**src/rtl/key_search_controller.sv**
```systemverilog
// Brute-force key search: runs datapath per candidate key, then scans the
// decrypted D memory for lowercase/space bytes and reports the first hit.
// Ports: clk, reset (sync, active-high), search_start/search_done,
//   key_found, found_key, current_key, dp_key, datapath_start,
//   datapath_done, datapath_done_ack, d_mem_rd_addr, d_mem_data_read.
module key_search_controller #(
  parameter int KEY_WIDTH = 10,
  parameter int MSG_LEN   = 32,
  parameter int KEY_FIRST = 0,
  parameter int KEY_LAST  = 2**KEY_WIDTH-1
) (
  input  logic                 clk,
  input  logic                 reset,
  input  logic                 search_start,
  output logic                 search_done,
  output logic                 key_found,
  output logic [KEY_WIDTH-1:0] found_key,
  output logic [KEY_WIDTH-1:0] current_key,
  output logic [KEY_WIDTH-1:0] dp_key,
  output logic                 datapath_start,
  input  logic                 datapath_done,
  output logic                 datapath_done_ack,
  output logic [4:0]           d_mem_rd_addr,
  input  logic [7:0]           d_mem_data_read
);

  localparam logic [KEY_WIDTH-1:0] KF = KEY_WIDTH'(KEY_FIRST);
  localparam logic [KEY_WIDTH-1:0] KL = KEY_WIDTH'(KEY_LAST);
  localparam logic [4:0] LAST_ADDR = 5'(MSG_LEN-1);

  typedef enum logic [2:0] {
    IDLE,
    START_DP,
    WAIT_DP,
    ACK,
    RD_WAIT,
    RD_CHECK,
    NEXT_KEY,
    DONE
  } state_t;

  state_t state;
  state_t state_n;

  logic [KEY_WIDTH-1:0] key_n;
  logic [KEY_WIDTH-1:0] found_key_n;
  logic                 key_found_n;
  logic [4:0]           addr_n;
  logic                 byte_ok;

  assign byte_ok =
    (d_mem_data_read >= 8'h61 &&
     d_mem_data_read <= 8'h7A) ||
    (d_mem_data_read == 8'h20);

  assign dp_key = current_key;

  always_comb begin
    state_n     = state;
    key_n       = current_key;
    found_key_n = found_key;
    key_found_n = key_found;
    addr_n      = d_mem_rd_addr;
    unique case (state)
      IDLE, DONE: begin
        if (search_start) begin
          state_n     = START_DP;
          key_n       = KF;
          found_key_n = '0;
          key_found_n = 1'b0;
        end
      end
      START_DP: state_n = WAIT_DP;
      WAIT_DP: begin
        if (datapath_done)
          state_n = ACK;
      end
      ACK: begin
        addr_n  = '0;
        state_n = RD_WAIT;
      end
      RD_WAIT: state_n = RD_CHECK;
      RD_CHECK: begin
        if (!byte_ok) begin
          state_n = NEXT_KEY;
        end else if (d_mem_rd_addr == LAST_ADDR) begin
          found_key_n = current_key;
          key_found_n = 1'b1;
          state_n     = DONE;
        end else begin
          addr_n  = d_mem_rd_addr + 5'd1;
          state_n = RD_WAIT;
        end
      end
      NEXT_KEY: begin
        // last-key test precedes the increment, so no wrap
        if (current_key == KL) begin
          found_key_n = '0;
          key_found_n = 1'b0;
          state_n     = DONE;
        end else begin
          key_n   = current_key + 1'b1;
          state_n = START_DP;
        end
      end
      default: state_n = IDLE;
    endcase
  end

  // pulses and done flag are registered from the next state
  always_ff @(posedge clk) begin
    if (reset) begin
      state             <= IDLE;
      current_key       <= '0;
      found_key         <= '0;
      key_found         <= 1'b0;
      d_mem_rd_addr     <= '0;
      search_done       <= 1'b0;
      datapath_start    <= 1'b0;
      datapath_done_ack <= 1'b0;
    end else begin
      state             <= state_n;
      current_key       <= key_n;
      found_key         <= found_key_n;
      key_found         <= key_found_n;
      d_mem_rd_addr     <= addr_n;
      search_done       <= (state_n == DONE);
      datapath_start    <= (state_n == START_DP);
      datapath_done_ack <= (state_n == ACK);
    end
  end

endmodule

```
**config.mk**
```make
export PLATFORM = sky130hd
export DESIGN_NAME = key_search_controller
export DESIGN_NICKNAME = d
export VERILOG_FILES = /design/src/rtl/key_search_controller.sv
export SDC_FILE = /design/constraint.sdc
export NUM_CORES = 1
export LEC_CHECK = 0
export CORE_MARGIN = 1.5
export CORE_UTILIZATION = 43
export DETAILED_ROUTE_END_ITERATION = 12
export GPL_TIMING_DRIVEN = 0
export HOLD_SLACK_MARGIN = 0.15
export PLACE_DENSITY = 0.76
export SYNTH_ARGS = -nofsm -noshare
export SYNTH_HDL_FRONTEND = slang
export SYNTH_SLANG_ARGS = --single-unit
```
**constraint.sdc**
```tcl
create_clock -name clk -period 1.9 [get_ports clk]
set_input_delay 0.38 -clock clk [delete_from_list [all_inputs] [get_ports clk]]
set_output_delay 0.38 -clock clk [all_outputs]
set_load 0.01 [all_outputs]
```
# Yosys cells after proc, flatten, opt, wreduce, memory -nomap -nowiden
# Index checks and enable logic that the tools add are counted.
# word_totals
reg_bits	32
in_bits	12
output_inout_bits	39
wordCells	62
# classes
n_addsub	2
magnitude_cmp	2
n_eq_ne	19
muxes	21
reduce_logical	10
# op_table
operator	count
$mux 10	5
$pmux 10 s3	1
$pmux 3 s7	1
$pmux 10 s2	1
$eq 3x3->1 const B	5
$ne 2x2->1 const B	6
$add 10x1->10 const B	1
$eq 10x10->1 const B	1
$mux 5	2
$pmux 5 s2	1
$eq 3x2->1 const B	3
$mux 3	3
$eq 8x6->1 const B	1
$ge 8x7->1 const B	1
$le 8x7->1 const B	1
$eq 3x1->1 const B	2
$reduce_and 3->1	2
$add 5x1->5 const B	1
$eq 5x5->1 const B	1
$reduce_and 5->1	1
$mux 1	4
$mux 2	2
$reduce_bool 2->1	2
$logic_not 3->1	1
other kinds (5)	5

# Logic depth before layout (Yosys ltp)
# logic_depth
depth_word	6
ltp_mapped	8
ltp_nobuf	8

# Least setup slack after synthesis
# OpenSTA, ideal clock, no wires.
# synth_path
path_type	register -> register
startpoint	register d_mem_rd_addr[0]
endpoint	register datapath_start
setup_time_ps	73
arrival_ps	2017
required_ps	1827
path_slack_ps	-191
path_stages_with_launch	9
n_path_buf	0
period_less_slack_ps	2091
path_cell_list	dfxtp_1 -> ha_1 -> and3_1 -> ha_1 -> nor2_1 -> o21ai_0 -> or4_1 -> a31oi_2 -> nor3b_2
# synth_via
elab_chain_cells	5
# synth_rtl
item	line	text
start: declaration	23	output logic [4:0] d_mem_rd_addr,
start signal: assignment	126	d_mem_rd_addr <= addr_n;
$eq 5x5->1	86	end else if (d_mem_rd_addr == LAST_ADDR) begin
$mux 2	86	
$mux 2	84	if (!byte_ok) begin
$pmux 3 s7	64	unique case (state)
$eq 3x1->1	128	datapath_start <= (state_n == START_DP);
end signal: assignment	128	
end: declaration	20	output logic datapath_start,
# Every way passes these cells.
# A chain may end at the register's enable or synchronous reset.

# Worst setup path in the final report
# layout_path
startpoint	register d_mem_rd_addr[1]
endpoint	register datapath_start
# The elaborated chain is that of the path after synthesis.

==> results.yml <==
status:
  status: "finished clean"
sta:
  clock_skew_ns: 0.00651
  relSlewSlack_pct: 64.9
  maxSlewViolCount: 0
  fmaxAchievable_ghz: 0.530
  min_period_ns: 1.89
  max_slew.worst_pin.slew_ns: 0.522
  fin_hold_ws_ns: 0.470
  hold_viol: 0
  rsz0062_at_grt: "true"
  timing.final.crit_share_pct: 99.3
  setup_viol: 0
yosys:
  ys_warn_count: 0
  synth_edf_count: 0
  synthCells: 213
  synthDistinctLibCells: 52
  synth_seq_area_share_pct: 36.4
  synthTopCellsByArea: "dfxtp_1 (36%), a21oi_1 (5.4%), nand2_1 (4.5%)"
  yosysTopAreaCellShare_pct: 36.4
  syn-cell-area_um2: 1760
  syn_area_per_cell_um2: 8.26
  synthesis.nets: 228
  yosys.area.top_type: "dfxtp_1"
  ys_seq_elements: 32
  synthFlopType: "dfxtp_1"
  synthArstFlopShare_pct: 0
global_routing:
  grt_first_pass_wirelength_mm: 7.70
  track_usage_pct: 22.7
  grt_max_degree: 11
  top_usage_layer: "met2"
  overflow: 0
  met3_usage_pct: 6.08
  gr-usage-met1_pct: 29.9
  grt_pass1_vias: 1666
  gr-usage-met2_pct: 35.0
  antenna_found_initial: 0
setup_path:
  worstPathMaxFanout: 4
  critical_path_arrival_ns: 2.09
  worstPathRequired_ns: 2.11
  r2r_cells: 8
  worstReg2RegStart: "d_mem_rd_addr[1]"
  startpoint_type: "flip-flop"
  criticalPathCategory: "reg2reg"
  cp-end-kind: "flip-flop"
  r2r_end: "datapath_start"
  r2r_slack_ns: 0.01
place:
  numPortBuffers: 50
  hpwl_mm: 3.23
  dp_cells: 313
  gp_congestion: 0.909
cts:
  numCtsBuffers: 5
  clkTransAtPathRegs_ns: 0.06
  clockBufferDepth: 2
  cts_tree: "built"
  clkLatencyLatePin_ns: 0.28
  cts_sinks: 32
  htreeDepth: 2
  root_buffer: "clkbuf_8"
routing:
  drcViolationCount: 0
  drt_iter0_drc: 115
  via_per_inst: 5.51
  drt.antenna.violating_nets: 0
  wl_per_cell_um: 14.3
  dr.pass1.iters: 4
  drt_wl_total_mm: 4.68
  dr_total_vias: 1801
floorplan:
  fp-row-count: 23
  die_h_um: 67.0
  io_pins: 51
  die_area_um2: 4490
  start_util_pct: 44.3
  die_w_um: 67.0
  core_um2: 3970
power:
  worst_ir_drop_vdd_uv: 489
  leakage_nw: 0.941
  p_per_area_nw_per_um2: 538
hold_path:
  hold_depth: 2
  hp-class: "reg2reg"
  hold_end: "found_key[1]"
  worstHoldStart: "found_key[1]"
cells_and_area:
  diodes: 0
  drive_above_1_share_pct: 21.7
  syn_to_final_growth_pct: 48.0
  final_cell_mix: "clkdlybuf4s50_1 (44), dfxtp_1 (26), nand2_1 (21), a21oi_1 (19), buf_4 (18)"
  final_common_cell: "clkdlybuf4s50_1"
  finalNonFillerCells: 327
  num-nets-final: 292
run:
  maxCapViolations: 0
==> logic make-up (layout without fill, tap and decap cells) <==
kind of cell    Yosys count  after routing  share of synthesized area [%]
xor+xnor                  5              5                           2.49
fa+ha+maj                 3              3                           2.13
compound gates           52             52                           20.3
buf+inv                  27             91                           7.96
flops                    32             32                           36.4
simple gates             92             92                           29.6
mux                       2              2                           1.14
==> through the flow <==
step	worst slack [ns]	cell area [µm²]	total power (W)	TNS (ns)	util, %
floorplan	-0.0345	1800	0.000827	-0.0345	-
detailed placement	-0.546	2360	0.000899	-11.74	59.5
global route	-0.0687	2610	0.00147	-0.536	65.6
global placement	-0.541	2360	0.000894	-10.80	59.5
CTS	-0.0542	2560	0.00140	-0.0869	64.4
finish	0.0135	2610	0.00140	0	65.6
==> registers in the layout (all words and copies together) (netlist names) <==
register           count
current_key           10
found_key             10
d_mem_rd_addr          5
state                  3
datapath_done_ack      1
datapath_start         1
key_found              1
search_done            1
==> worst max-delay path: stages (launching register included) <==
cell	delay, ns
dfxtp_4	0.35
ha_4	0.15
and3_4	0.18
ha_4	0.17
nor2_4	0.09
o21ai_1	0.06
or4_4	0.44
a31oi_4	0.20
nor3b_2	0.18
==> synth_stat cells (2+ instances only) <==
cell type	instances
mux2i_1	2
or3b_1	3
buf_4	10
nand3_1	14
inv_1	8
clkbuf_1	8
nor2_1	11
xor2_1	5
o211ai_1	3
nand2_1	21
a21oi_1	19
and3b_1	2
and2_1	4
or3_1	3
nor3_1	3
dfxtp_1	32
nor4_1	5
o31ai_1	3
ha_1	3
or4_1	4
and4_1	3
o21ai_0	7
o2111ai_1	3
o21ai_1	2
nand4_1	6
and3_1	3
==> area by class of cell <==
class                           instances  area (µm²)
Buffer                                 19         118
Clock buffer                            6        72.6
Clock inverter                          1        5.00
Fill cell                             335        1370
Inverter                                8        30.0
Multi-Input combinational cell        154        1110
Sequential cell                        32         653
Tap cell                               50        62.6
Timing Repair Buffer                   57         553
==> worst max path at each step <==
stage	depth (start not counted)	slack [ns]	startpoint	to
global route	8	-0.07	d_mem_rd_addr[1]	datapath_start
finish	8	0.01	d_mem_rd_addr[1]	datapath_start
CTS	8	-0.05	d_mem_rd_addr[1]	datapath_start
floorplan	8	-0.03	d_mem_rd_addr[0]	datapath_start
global placement	6	-0.54	search_start	current_key[8]
detailed placement	6	-0.55	search_start	current_key[8]
==> power breakdown <==
part	leakage, nW	internal, W	switching (W)
Combinational	0.638	0.0000953	0.000129
Sequential	0.262	0.000681	0.0000157
Clock	0.0410	0.000248	0.000233
==> metal layers <==
metal,wire length [µm],part of all wire [%],vias up
met4,101,2.2,0
li1,-,-,904
met2,2140,46,48
met1,2190,47,840
met5,0,0,-
met3,247,5.3,9
==> what timing repair did <==
action,4_1_cts,5_1_grt
buffers inserted,7,0
pin swaps,10,4
gates resized for setup,21,15
setup endpoints to repair,25,28
hold buffers,0,0
Note: power is estimated with default switching activity, not from simulation.
